### src/rtl/display_pkg.sv
// rtl/display_pkg.sv - shared constants for the 7-segment digit bank and LED bar
//
// Purpose: segment width, LED bar width, the hex glyph table and the blank glyph
//          used by every display block on the board.
// Ports:   none (package)

package display_pkg;

  localparam int SEG_W = 7;
  localparam int LED_W = 16;

  // Segments are active-low {a,b,c,d,e,f,g}, bit 6 = a. All ones turns every segment off.
  localparam logic [SEG_W-1:0] SEG_BLANK = 7'h7F;

  // Entry n holds the glyph for nibble n: 0-9, A, b, C, d, E, F.
  localparam logic [15:0][SEG_W-1:0] SEG_TABLE = {
    7'b0111000,  // F
    7'b0110000,  // E
    7'b1000010,  // d
    7'b0110001,  // C
    7'b1100000,  // b
    7'b0001000,  // A
    7'b0000100,  // 9
    7'b0000000,  // 8
    7'b0001111,  // 7
    7'b0100000,  // 6
    7'b0100100,  // 5
    7'b1001100,  // 4
    7'b0000110,  // 3
    7'b0010010,  // 2
    7'b1001111,  // 1
    7'b0000001   // 0
  };

  function automatic logic [SEG_W-1:0] seg_glyph(input logic [3:0] nibble);
    return SEG_TABLE[nibble];
  endfunction

endpackage

### src/rtl/hex7seg_decode.sv
// rtl/hex7seg_decode.sv - combinational hex nibble to active-low 7-segment glyph
//
// Purpose: maps one 4-bit value onto the shared glyph table.
// Ports:
//   nibble  in   4      value to show (0..F)
//   seg     out  SEG_W  active-low {a,b,c,d,e,f,g}, seg[6] = a

module hex7seg_decode
  import display_pkg::*;
(
  input  logic [3:0]       nibble,
  output logic [SEG_W-1:0] seg
);

  assign seg = seg_glyph(nibble);

endmodule

### src/rtl/hex_scan_display.sv
// rtl/hex_scan_display.sv - prescaled hex counter with multiplexed 7-seg scan and LED mirror
//
// Purpose: run/stop/loadable counter with prescaler, time-multiplexed digit scanner with
//          leading-zero blanking and a selectable decimal point, plus a banked 16-bit
//          LED window onto the counter. All pin-facing outputs are registered.
// Ports:
//   clk         in   1             system clock
//   reset       in   1             asynchronous active-high reset
//   run         in   1             counter advances on prescaler tick when 1
//   clear       in   1             synchronous clear of counter and prescaler
//   load        in   1             synchronous load of load_value
//   load_value  in   COUNT_WIDTH   value for load
//   blank_lz    in   1             blank leading-zero digits when 1
//   dp_sel      in   DP_W          digit whose decimal point is lit
//   bank_sel    in   BANK_W        16-bit counter window shown on LED
//   count       out  COUNT_WIDTH   current counter value
//   overflow    out  1             one-cycle pulse after an increment wraps to 0
//   LED         out  16            counter window
//   anodes      out  NUM_DIGITS    active-low digit enables
//   seg         out  7             active-low segments, seg[6] = a
//   dp          out  1             active-low decimal point

module hex_scan_display
  import display_pkg::*;
#(
  parameter  int NUM_DIGITS  = 8,
  parameter  int COUNT_WIDTH = 4 * NUM_DIGITS,
  parameter  int COUNT_DIV   = 1,
  parameter  int SCAN_DIV    = 100000,
  localparam int DP_W        = $clog2(NUM_DIGITS),
  localparam int NUM_BANKS   = (COUNT_WIDTH + LED_W - 1) / LED_W,
  localparam int BANK_W      = (NUM_BANKS > 1) ? $clog2(NUM_BANKS) : 1
) (
  input  logic                   clk,
  input  logic                   reset,
  input  logic                   run,
  input  logic                   clear,
  input  logic                   load,
  input  logic [COUNT_WIDTH-1:0] load_value,
  input  logic                   blank_lz,
  input  logic [DP_W-1:0]        dp_sel,
  input  logic [BANK_W-1:0]      bank_sel,
  output logic [COUNT_WIDTH-1:0] count,
  output logic                   overflow,
  output logic [LED_W-1:0]       LED,
  output logic [NUM_DIGITS-1:0]  anodes,
  output logic [SEG_W-1:0]       seg,
  output logic                   dp
);

  localparam int PRE_W     = (COUNT_DIV > 1) ? $clog2(COUNT_DIV) : 1;
  localparam int SCAN_W    = $clog2(SCAN_DIV);
  localparam int IDX_W     = DP_W;
  localparam int NIB_W     = 4 * NUM_DIGITS;
  // LED window source is padded to a whole power-of-two number of banks so any
  // bank_sel value indexes in range; banks past COUNT_WIDTH read as zero.
  localparam int LED_PAD_W = LED_W * (1 << BANK_W);

  // ---------------------------------------------------------------------------
  // Prescaler: free-running regardless of run; only clear (and reset) realign it.
  // With COUNT_DIV = 1 the register stays at 0 and tick is permanently high.
  // ---------------------------------------------------------------------------
  logic [PRE_W-1:0] pre_cnt;
  logic             tick;

  assign tick = (pre_cnt == PRE_W'(COUNT_DIV - 1));

  always_ff @(posedge clk or posedge reset) begin
    if (reset) begin
      pre_cnt <= '0;
    end else if (clear || tick) begin
      pre_cnt <= '0;
    end else begin
      pre_cnt <= pre_cnt + PRE_W'(1);
    end
  end

  // ---------------------------------------------------------------------------
  // Counter: clear > load > increment > hold. Only the increment path can raise
  // overflow, so a load or clear that lands on zero never pulses it.
  // ---------------------------------------------------------------------------
  logic step;

  assign step = run && tick;

  always_ff @(posedge clk or posedge reset) begin
    if (reset) begin
      count    <= '0;
      overflow <= 1'b0;
    end else begin
      overflow <= 1'b0;
      if (clear) begin
        count <= '0;
      end else if (load) begin
        count <= load_value;
      end else if (step) begin
        count    <= count + COUNT_WIDTH'(1);
        overflow <= &count;
      end
    end
  end

  // ---------------------------------------------------------------------------
  // Digit scanner: each digit dwells SCAN_DIV clocks, index wraps after the last.
  // ---------------------------------------------------------------------------
  logic [SCAN_W-1:0] scan_timer;
  logic [IDX_W-1:0]  scan_idx;
  logic              scan_wrap;

  assign scan_wrap = (scan_timer == SCAN_W'(SCAN_DIV - 1));

  always_ff @(posedge clk or posedge reset) begin
    if (reset) begin
      scan_timer <= '0;
      scan_idx   <= '0;
    end else if (scan_wrap) begin
      scan_timer <= '0;
      scan_idx   <= (scan_idx == IDX_W'(NUM_DIGITS - 1)) ? '0 : scan_idx + IDX_W'(1);
    end else begin
      scan_timer <= scan_timer + SCAN_W'(1);
    end
  end

  // ---------------------------------------------------------------------------
  // Digit data path. Only the low NUM_DIGITS nibbles are displayable, so the
  // leading-zero test looks at the displayed nibbles from the current one upward.
  // ---------------------------------------------------------------------------
  logic [NIB_W-1:0]   digits;
  logic [IDX_W+1:0]   nib_base;
  logic [NIB_W-1:0]   upper;
  logic [3:0]         cur_nibble;
  logic [SEG_W-1:0]   seg_next;
  logic               blank;
  logic               dp_hit;
  logic [LED_PAD_W-1:0] led_pad;

  assign digits     = NIB_W'(count);
  assign nib_base   = {scan_idx, 2'b00};
  assign upper      = digits >> nib_base;
  assign cur_nibble = digits[nib_base +: 4];
  assign blank      = blank_lz && (scan_idx != '0) && (upper == '0);
  // scan_idx never exceeds NUM_DIGITS-1, so out-of-range dp_sel values never match.
  assign dp_hit     = (dp_sel == scan_idx);
  assign led_pad    = LED_PAD_W'(count);

  hex7seg_decode u_decode (
    .nibble (cur_nibble),
    .seg    (seg_next)
  );

  // Pin registers refresh every clock so count changes show within the dwell.
  always_ff @(posedge clk or posedge reset) begin
    if (reset) begin
      anodes <= '1;
      seg    <= SEG_BLANK;
      dp     <= 1'b1;
      LED    <= '0;
    end else begin
      anodes <= blank ? '1 : ~(NUM_DIGITS'(1) << scan_idx);
      seg    <= seg_next;
      dp     <= ~(dp_hit && !blank);
      LED    <= led_pad[{bank_sel, 4'b0000} +: LED_W];
    end
  end

endmodule

### config.mk
export PLATFORM = sky130hd
export DESIGN_NAME = hex_scan_display
export DESIGN_NICKNAME = d
export VERILOG_FILES = /design/src/rtl/display_pkg.sv /design/src/rtl/hex7seg_decode.sv /design/src/rtl/hex_scan_display.sv
export SDC_FILE = /design/constraint.sdc
export NUM_CORES = 1
export LEC_CHECK = 0
export ABC_AREA = 1
export CAP_MARGIN = 10
export CORE_MARGIN = 10
export CORE_UTILIZATION = 40
export DETAILED_ROUTE_END_ITERATION = 7
export REMOVE_ABC_BUFFERS = 1
export SYNTH_ARGS = -nofsm -noshare
export SYNTH_HDL_FRONTEND = slang
export SYNTH_SLANG_ARGS = --single-unit
### constraint.sdc
create_clock -name clk -period 3.8 [get_ports clk]
set_clock_uncertainty 0.05 [all_clocks]
set_input_delay 0.76 -clock clk [delete_from_list [all_inputs] [get_ports clk]]
set_output_delay 0.76 -clock clk [all_outputs]
set_load 0.02 [all_outputs]
==> flow_summary.ini <==
[place]
port_buffers = 106
gp_congestion = 0.951
place_inst = 1087
place_area_mm2 = 0.00684
hpwl_um = 14700

[critical_path]
worstSetupEndpointType = flop
cp.required_ns = 4.03
r2r-end = anodes[7]
critPathMaxFanout = 31
r2r-start = scan_idx[0]
start_kind = flop
cp-startpoint = scan_idx[0]
reg2reg_slack_ns = 1.0
worstPathArrival_ns = 3.03
worst_r2r_path_depth = 14
worst-setup-path-type = reg -> reg

[synthesis]
synth_top_area_cell = dfrtp_1
yosys.area_share.simple = 0.355
synth_compound_area_frac = 0.112
synth_adder_area_share = 0.0287
synthMuxAreaShare = 0
yosysWarnings = 0
ys_seq_elements = 86
synth-xor-area-share = 0.0294
synth_top_cell_area_share = 0.310
ys_seq_area_frac = 0.384
avgSynthCellArea_um2 = 6.87
synth_edf_count = 0
syn-cell-area_mm2 = 0.00566
synthCells = 824
synth_commonest_cells = 250 x nand2_1, 113 x nor2_1, 81 x inv_1
synth_top_flop_cell = dfrtp_1
synth_most_common_cell = nand2_1
yosys-top-cells-area = dfrtp_1 31%, nand2_1 17%, nor2_1 7.5%, dfstp_2 7.4%, o21ai_0 5.7%
postSynth.asyncResetShare = 1.00
ys_types = 37
synth_top_family_by_area = simple AND/OR/NAND/NOR gates

[floorplanning]
die_w_um = 139
rows = 43
start_util = 0.408
core_mm2 = 0.0139
boundaryPins = 107
die_y_um = 139
die_area_mm2 = 0.0193

[global_route]
grt_pass1_wl_um = 31800
track_usage = 0.201
grt_antenna_before_repair = 0
grt_max_degree = 47
grt-ovfl-total = 0
grt_pass1_vias = 5754

[clock_tree]
cts_tree = done
numCtsBuffers = 9
clock-sinks = 86
cts-root-buf = clkbuf_16
cts_resized = 0
htree_num_levels = 3
holdBufCountCts = 0
postCtsSetupBuffers = 0
cts.clk_slew.worst_paths_ns = 0.06
clockBufferDepth = 2
clock_latency_ns = 0.35

[layout]
syn2layout_area_growth_pct = 26.6
n_antenna_cell = 0
layout.cells.non_filler = 1103
stdcell_area_mm2 = 0.00717
final_util = 0.516
drive_gt1_frac = 0.0726
nets = 973

[min_path]
worstHoldStart = scan_timer[0]
hold_end = scan_timer[0]
hold_class = reg -> reg
min_path_cells = 1

[pwr]
irDropWorstVdd_mv = 0.181
p_per_area_mw_per_mm2 = 369
power_leakage_nw = 3.22
power_mw = 2.64

[routing]
drtPass1Iterations = 8
drt_iter0_markers = 543
routed-via-count = 5754
vias_per_cell = 5.22
wl_per_cell_um = 17.8
ant_nets = 0
remaining_drc_errors = 0
drt-total-wl_um = 19600

[sta]
setup_violations = 0
post-route-min-period_ns = 2.80
tightest_slew_ns = 0.897
timing.final.crit_share = 0.737
slew_viol_final = 0
slew-limit-headroom = 0.401
setup_tns_ns = 0
fmax_mhz = 357
rsz0062_at_grt = no
hold_viol_final = 0

[flow_run]
drv_cap = 0

[outcome]
outcome = completed
==> critical path, cell delays in order (launching register included) <==
cell,delay [ns]
dfrtp_1,0.50
buf_4,0.40
o21ai_0,0.24
o21ai_1,0.31
nand2_1,0.11
o21ai_2,0.12
ha_1,0.23
nand2_1,0.06
nor2_1,0.10
o21ai_0,0.09
inv_1,0.08
nand3_2,0.09
nor2_4,0.14
nand3_4,0.12
nand2_1,0.08
==> per-layer routing <==
layer,share of wire,GRT usage,vias to the layer above,routed length (um)
met2,0.48,0.335,238,9370
met4,0.021,0.0670,0,403
met5,0,0,-,0
li1,-,-,2832,-
met3,0.074,0.0411,28,1450
met1,0.43,0.254,2656,8380
==> per-stage QoR <==
step	hold WS (ns)	setup slack [ns]
global route	0.442	0.740
global placement	0.399	1.00
floorplan	0.383	0.795
CTS	0.410	0.993
finish	0.409	0.999
detailed placement	0.401	1.01
==> state kept, by name (all words and copies together), names as in the netlist <==
register    flops
count          32
scan_timer     17
LED            16
anodes          8
seg             7
scan_idx        3
dp              1
overflow        1
pre_cnt         1
==> report_power, final <==
| part | internal [mW] | switching, mW | total [mW] |
|---|---|---|---|
| sequential | 0.987 | 0.0939 | 1.08 |
| clock | 0.599 | 0.391 | 0.990 |
| combinational | 0.238 | 0.334 | 0.571 |
==> layout by cell type (no fill, tap or decap), types with 12 or more instances in the layout <==
master           Yosys  layout
a21oi_1             16      16
clkdlybuf4s50_1      0     106
dfrtp_1             70      70
dfstp_2             16      16
ha_1                13      13
inv_1               81      80
nand2_1            250     250
nand3_1             63      63
nor2_1             113     113
nor3_1              12      12
o21ai_0             65      65
o22ai_1             15      15
xor2_1              19      19
==> cell families after synthesis <==
group,after synthesis
and+or+nand+nor,473
buffers and inverters,117
AOI/OAI and AO/OA,115
DFF,86
xor gates and xnor gates,19
adders and majority gates,13
other,1
==> worst max path at each step <==
stage,end,cells after the start
3_3_place_gp,anodes[7],14
5_1_grt,anodes[4],14
3_5_place_dp,anodes[3],14
6_report,anodes[7],14
4_1_cts,anodes[7],14
2_1_floorplan,LED[0],1
==> layout make-up <==
| class | count | area [um^2] |
|---|---|---|
| fill | 1455 | 6710 |
| multi-input combinational | 621 | 2970 |
| sequential | 86 | 2170 |
| timing repair buffer | 115 | 1140 |
| inverter | 85 | 325 |
| clock buffer | 10 | 239 |
| tap | 180 | 225 |
| clock inverter | 6 | 91.3 |
No activity file was read; power rests on OpenSTA's default activity.
